File: src/rtl/secp256k1_key_export_if.sv
// Host-side word stream for the secp256k1 key exporter.
// Plain valid/ready bus with a frame-end marker.
interface secp256k1_key_export_if #(
    parameter int WORD_W = 32
);
    logic              out_valid;
    logic [WORD_W-1:0] out_data;
    logic              out_ready;
    logic              out_last;

    modport master (
        output out_valid,
        output out_data,
        output out_last,
        input  out_ready
    );

    modport slave (
        input  out_valid,
        input  out_data,
        input  out_last,
        output out_ready
    );
endinterface

File: src/rtl/secp256k1_key_export.sv
// Captures a finished secp256k1 key set and streams it out MSW first, zeroising as it goes.
// Define KEY_EXPORT_PRIV_EN to prepend the private scalar to the exported frame.
module secp256k1_key_export #(
    parameter int KEY_W  = 256,
    parameter int WORD_W = 32
) (
    input  logic                       clk,
    input  logic                       rst_n,
    input  logic                       key_valid,
    input  logic [KEY_W-1:0]           priv_key,
    input  logic [KEY_W-1:0]           pub_key_x,
    input  logic [KEY_W-1:0]           pub_key_y,
    output logic                       busy,
    output logic                       overrun,
    secp256k1_key_export_if.master     host
);
`ifdef KEY_EXPORT_PRIV_EN
    localparam int NF = 3;
`else
    localparam int NF = 2;
`endif
    localparam int SW = NF * KEY_W;
    localparam int NW = SW / WORD_W;
    localparam int CW = $clog2(NW);

    typedef enum logic {S_IDLE, S_SEND} state_t;

    state_t          state;
    state_t          state_nxt;
    logic [SW-1:0]   shreg;
    logic [SW-1:0]   load;
    logic [CW-1:0]   cnt;
    logic            last_word;
    logic            accept;

`ifdef KEY_EXPORT_PRIV_EN
    assign load = {priv_key, pub_key_x, pub_key_y};
`else
    // Private scalar never enters the frame in this build.
    logic unused_priv;
    assign unused_priv = ^priv_key;
    assign load = {pub_key_x, pub_key_y};
`endif

    assign last_word = (cnt == CW'(NW - 1));
    assign accept    = (state == S_SEND) && host.out_ready;

    always_ff @(posedge clk or negedge rst_n) begin
        if (!rst_n) begin
            state <= S_IDLE;
        end else begin
            state <= state_nxt;
        end
    end

    always_comb begin
        state_nxt = state;
        unique case (state)
            S_IDLE: if (key_valid) state_nxt = S_SEND;
            S_SEND: if (accept && last_word && !key_valid) state_nxt = S_IDLE;
            default: state_nxt = S_IDLE;
        endcase
    end

    always_comb begin
        host.out_valid = 1'b0;
        host.out_last  = 1'b0;
        host.out_data  = shreg[SW-1 -: WORD_W];
        busy           = 1'b0;
        if (state == S_SEND) begin
            host.out_valid = 1'b1;
            host.out_last  = last_word;
            busy           = 1'b1;
        end
    end

    // A fresh key set may only land in idle or on the closing handshake.
    always_ff @(posedge clk or negedge rst_n) begin
        if (!rst_n) begin
            shreg   <= '0;
            cnt     <= '0;
            overrun <= 1'b0;
        end else if (state == S_IDLE) begin
            if (key_valid) begin
                shreg <= load;
                cnt   <= '0;
            end
        end else begin
            if (accept && last_word && key_valid) begin
                shreg <= load;
                cnt   <= '0;
            end else if (accept) begin
                shreg <= {shreg[SW-WORD_W-1:0], {WORD_W{1'b0}}};
                cnt   <= last_word ? '0 : cnt + CW'(1);
            end
            if (key_valid && !(accept && last_word)) begin
                overrun <= 1'b1;
            end
        end
    end
endmodule

File: src/flat_wrapper.sv
// flat-port wrapper written by rule: the top's interface ports become plain ports
module secp256k1_key_export_flat 
#(
    parameter int KEY_W  = 256,
    parameter int WORD_W = 32
)
  (clk, rst_n, key_valid, priv_key, pub_key_x, pub_key_y, busy, overrun, host_out_valid, host_out_data, host_out_last, host_out_ready);
  secp256k1_key_export_if #(.WORD_W(WORD_W)) host_i ();
  input  logic clk;
  input  logic rst_n;
  input  logic key_valid;
  input  logic [KEY_W-1:0] priv_key;
  input  logic [KEY_W-1:0] pub_key_x;
  input  logic [KEY_W-1:0] pub_key_y;
  output logic busy;
  output logic overrun;
  output wire logic [$bits(host_i.out_valid)-1:0] host_out_valid;
  output wire logic [$bits(host_i.out_data)-1:0] host_out_data;
  output wire logic [$bits(host_i.out_last)-1:0] host_out_last;
  input wire logic [$bits(host_i.out_ready)-1:0] host_out_ready;
  assign host_out_valid = host_i.out_valid;
  assign host_out_data = host_i.out_data;
  assign host_out_last = host_i.out_last;
  assign host_i.out_ready = host_out_ready;
  secp256k1_key_export #(.KEY_W(KEY_W), .WORD_W(WORD_W)) u_core (.clk(clk), .rst_n(rst_n), .key_valid(key_valid), .priv_key(priv_key), .pub_key_x(pub_key_x), .pub_key_y(pub_key_y), .busy(busy), .overrun(overrun), .host(host_i));
endmodule
File: config.mk
export PLATFORM = sky130hd
export DESIGN_NAME = secp256k1_key_export_flat
export DESIGN_NICKNAME = d
export VERILOG_FILES = /design/src/rtl/secp256k1_key_export_if.sv /design/src/rtl/secp256k1_key_export.sv /design/src/flat_wrapper.sv
export SDC_FILE = /design/constraint.sdc
export NUM_CORES = 1
export LEC_CHECK = 0
export BUFFER_PORTS_ARGS = -buffer_cell sky130_fd_sc_hd__clkbuf_2
export CAP_MARGIN = 0
export CORE_AREA = 2 2 319 321
export DETAILED_ROUTE_END_ITERATION = 10
export DIE_AREA = 0 0 321 323
export HOLD_SLACK_MARGIN = 0.03
export PLACE_DENSITY = 0.51
export REMOVE_ABC_BUFFERS = 1
export SLEW_MARGIN = 10
export SYNTH_ARGS = -nofsm -noshare
export SYNTH_HDL_FRONTEND = slang
export SYNTH_SLANG_ARGS = --single-unit
File: constraint.sdc
create_clock -name clk -period 2.2 [get_ports clk]
set_input_delay 0.44 -clock clk [delete_from_list [all_inputs] [get_ports clk]]
set_output_delay 0.44 -clock clk [all_outputs]
set_load 0.02 [all_outputs]
==> flow_metrics.tcl <==
set metrics [dict create \
    firstDrtPassIters 5 \
    fmax_ghz 0.475 \
    drt-total-wl_um 109000 \
    cts_inserted_buffers 66 \
    cts_tree "done" \
    path_cells "ha_2 -> buf_4 -> and4_4 -> buf_8" \
    slowest_delay_ns 0.40 \
    worstSetupStartpointType "register" \
    final_common_cell "clkbuf_2" \
    antenna_found_initial 28 \
    hold_violations 0 \
    fin_total_pwr_mw 33.6 \
    fin_nets 4819 \
    ys_ff_latch 518 \
    drcViolationCount 0 \
    vias 28864 \
    clockRootBuffer "clkbuf_16" \
    multi_input_area_um2 13100 \
    ir_worst_vdd_mv 0.463 \
    cap_violations 0 \
    drt_iter0_markers 2524 \
    cts-htree-levels 3 \
    avgSynthCellArea_um2 8.20 \
    yosys_warnings 0 \
    synth.distinct_cells 27 \
    grtUsageTotal_pct 20.3 \
    initial_core_util_pct 27.6 \
    place_congestion 0.808 \
    min_period_over_period_pct 95.7 \
    path_buf_inv 2 \
    setup_viol 0 \
    critPathMaxFanout 6 \
    synthCells 3393 \
    fin_ws_ns 0.0937 \
    synth_area_um2 27800 \
    grt_first_pass_wirelength_um 169000 \
    pre_cts_slack_ns 0.137 \
    area_growth_pct 35.5 \
    die-height_um 323 \
    hold_path_startpoint "pub_key_y[217]" \
    drt-vias-per-instance 5.33 \
    die_area_um2 104000 \
    r2r_start "u_core.state" \
    crit_type "reg -> out" \
    ys_seq_area_share_pct 46.6 \
    die_x_um 321 \
    critPathLaunch "u_core.cnt[0]" \
    fin_crit_ns 2.11 \
    core_um2 101000 \
    slew_viol_final 0 \
    grt-ovfl-total 0 \
    first_global_vias 27796 \
    final-seq-area_um2 13000 \
    p_leak_nw 14.2 \
    io_buffers 551 \
    drive_gt1_share_pct 20.1 \
    grt_setup_unrepaired "no" \
    slew_headroom_pct 51.2 \
    rows 117 \
    required_ns 1.76 \
    outcome "finished clean" \
    tightest_slew_ns 0.732 \
    routedWlPerCell_um 20.1 \
    hp-class "in -> reg" \
    ant_nets 0 \
    skew_ns 0.0226 \
    slowest_stage "dfrtp_1" \
    io_pins 808 \
    worstPathArrival_ns 1.67 \
    grt_max_degree 98 \
    dp_hpwl_um 69600 \
    insertion_delay_ns 0.62 \
    power-per-cell-area_nw_per_um2 891 \
    path_clk_slew_ns 0.06 \
    clock_sinks 518 \
    crit_family "flip-flops" \
    fill_cells 10380 \
    critPathCaptureType "primary output" \
    clockBufferDepth 3 \
    final_cell_mix "clkbuf_2, dfrtp_1, nor2_1" \
]
## metrics by stage
stage,hold WS [ns],util (%),instances,setup TNS (ns),cell area (µm²)
after floorplan,0.144,-,2977,-9586.49,26000
after global placement,0.332,32.4,4998,0,32600
after global routing,0.0533,37.4,5408,0,37700
final,0.0793,37.4,5417,0,37700
after CTS,0.0301,37.4,5401,0,37700
after detailed placement,0.330,32.4,4998,0,32600
## cell families (layout without fill, tap and decap cells)
group                    count (synthesis)  in the layout  synth area share, %
AND/OR/NAND/NOR                        973            973                 13.2
multiplexers                             2              2               0.0809
other                                    0             16                    0
flip-flops                             518            518                 46.6
adder cells (fa/ha/maj)                  1              1               0.0449
AO/OA/AOI/OAI                         1482           1482                 33.6
buffers and inverters                  417           1116                 6.45
## area by class of cell
| class | count | share of cell area (%) |
|---|---|---|
| Inverter | 1 | 0.0299 |
| Clock buffer | 102 | 5.31 |
| Antenna cell | 16 | 0.106 |
| Multi-Input combinational cell | 2458 | 34.8 |
| Timing Repair Buffer | 1001 | 20.7 |
| Tap cell | 1309 | 4.34 |
| Sequential cell | 518 | 34.4 |
| Clock inverter | 12 | 0.312 |
## report_power, final
group	total [mW]	internal (mW)	switching [mW]	leakage, nW
sequential	14.2	12.5	1.76	5.49
clock	10.9	6.48	4.43	1.05
combinational	8.47	4.00	4.47	7.66
total	33.6	23.0	10.7	14.2
## path summary, 6_finish.rpt
path                                           to  cells after the start  slack, ns
worst max register to register  u_core.shreg[400]                      7       0.18
max in group asynchronous       u_core.shreg[130]                      3       1.02
worst max-delay path                host_out_last                      4       0.09
min in group asynchronous       u_core.shreg[423]                      2       0.33
worst min-delay path            u_core.shreg[217]                      3       0.08
worst min register to register     u_core.overrun                      1       0.48
## cell usage after synthesis
cell / number / area, µm²
a211o_1: 1 / 8.76
a21boi_1: 1 / 7.51
a21o_1: 3 / 22.5
a21oi_1: 1 / 5.00
a22o_1: 33 / 289
a311oi_1: 1 / 8.76
a31o_2: 1 / 8.76
a31oi_1: 480 / 3000
and2_1: 1 / 6.26
and4_1: 2 / 17.5
buf_1: 30 / 113
buf_2: 67 / 335
buf_4: 39 / 293
clkbuf_1: 280 / 1050
dfrtp_1: 518 / 13000
ha_1: 1 / 12.5
inv_1: 1 / 3.75
mux2_2: 2 / 22.5
nand2_1: 481 / 1810
nand2b_1: 1 / 6.26
nand3_1: 4 / 20.0
nand4_1: 2 / 12.5
nor2_1: 481 / 1810
nor3_1: 1 / 5.00
o211ai_1: 480 / 3600
o21ai_0: 472 / 2360
o21ai_1: 9 / 45.0
## worst reg2reg max path: cells and delay by family, from the launching register on
family                 cells  cell delay [ns]
AO/OA/AOI/OAI              1             0.15
buffers and inverters      4             0.85
flip-flops                 1             0.52
multiplexers               1             0.36
AND/OR/NAND/NOR            1             0.08
## per-layer routing
layer | wire length [µm] | global-route usage (%) | vias up
met5 | 196 | 0 | -
met4 | 3330 | 7.19 | 28
met3 | 6240 | 3.96 | 171
met2 | 48000 | 30.2 | 834
met1 | 51100 | 29.3 | 14096
li1 | - | - | 13735
## timing repair
item | 4_1_cts | 5_1_grt
resized for setup | 4 | 2
buffers inserted | 5 | 0
hold buffers | 282 | 0
gates cloned | 2 | 0
pin swaps | 1 | 1
endpoints found under the hold margin | 388 | 0
endpoints found under the setup margin | 3 | 1
## flip-flops by register name, summed over array words and instances, names as in the netlist
signal	count
u_core.shreg	512
u_core.state	1
u_core.cnt	4
u_core.overrun	1
(Power assumes the default switching activity.)
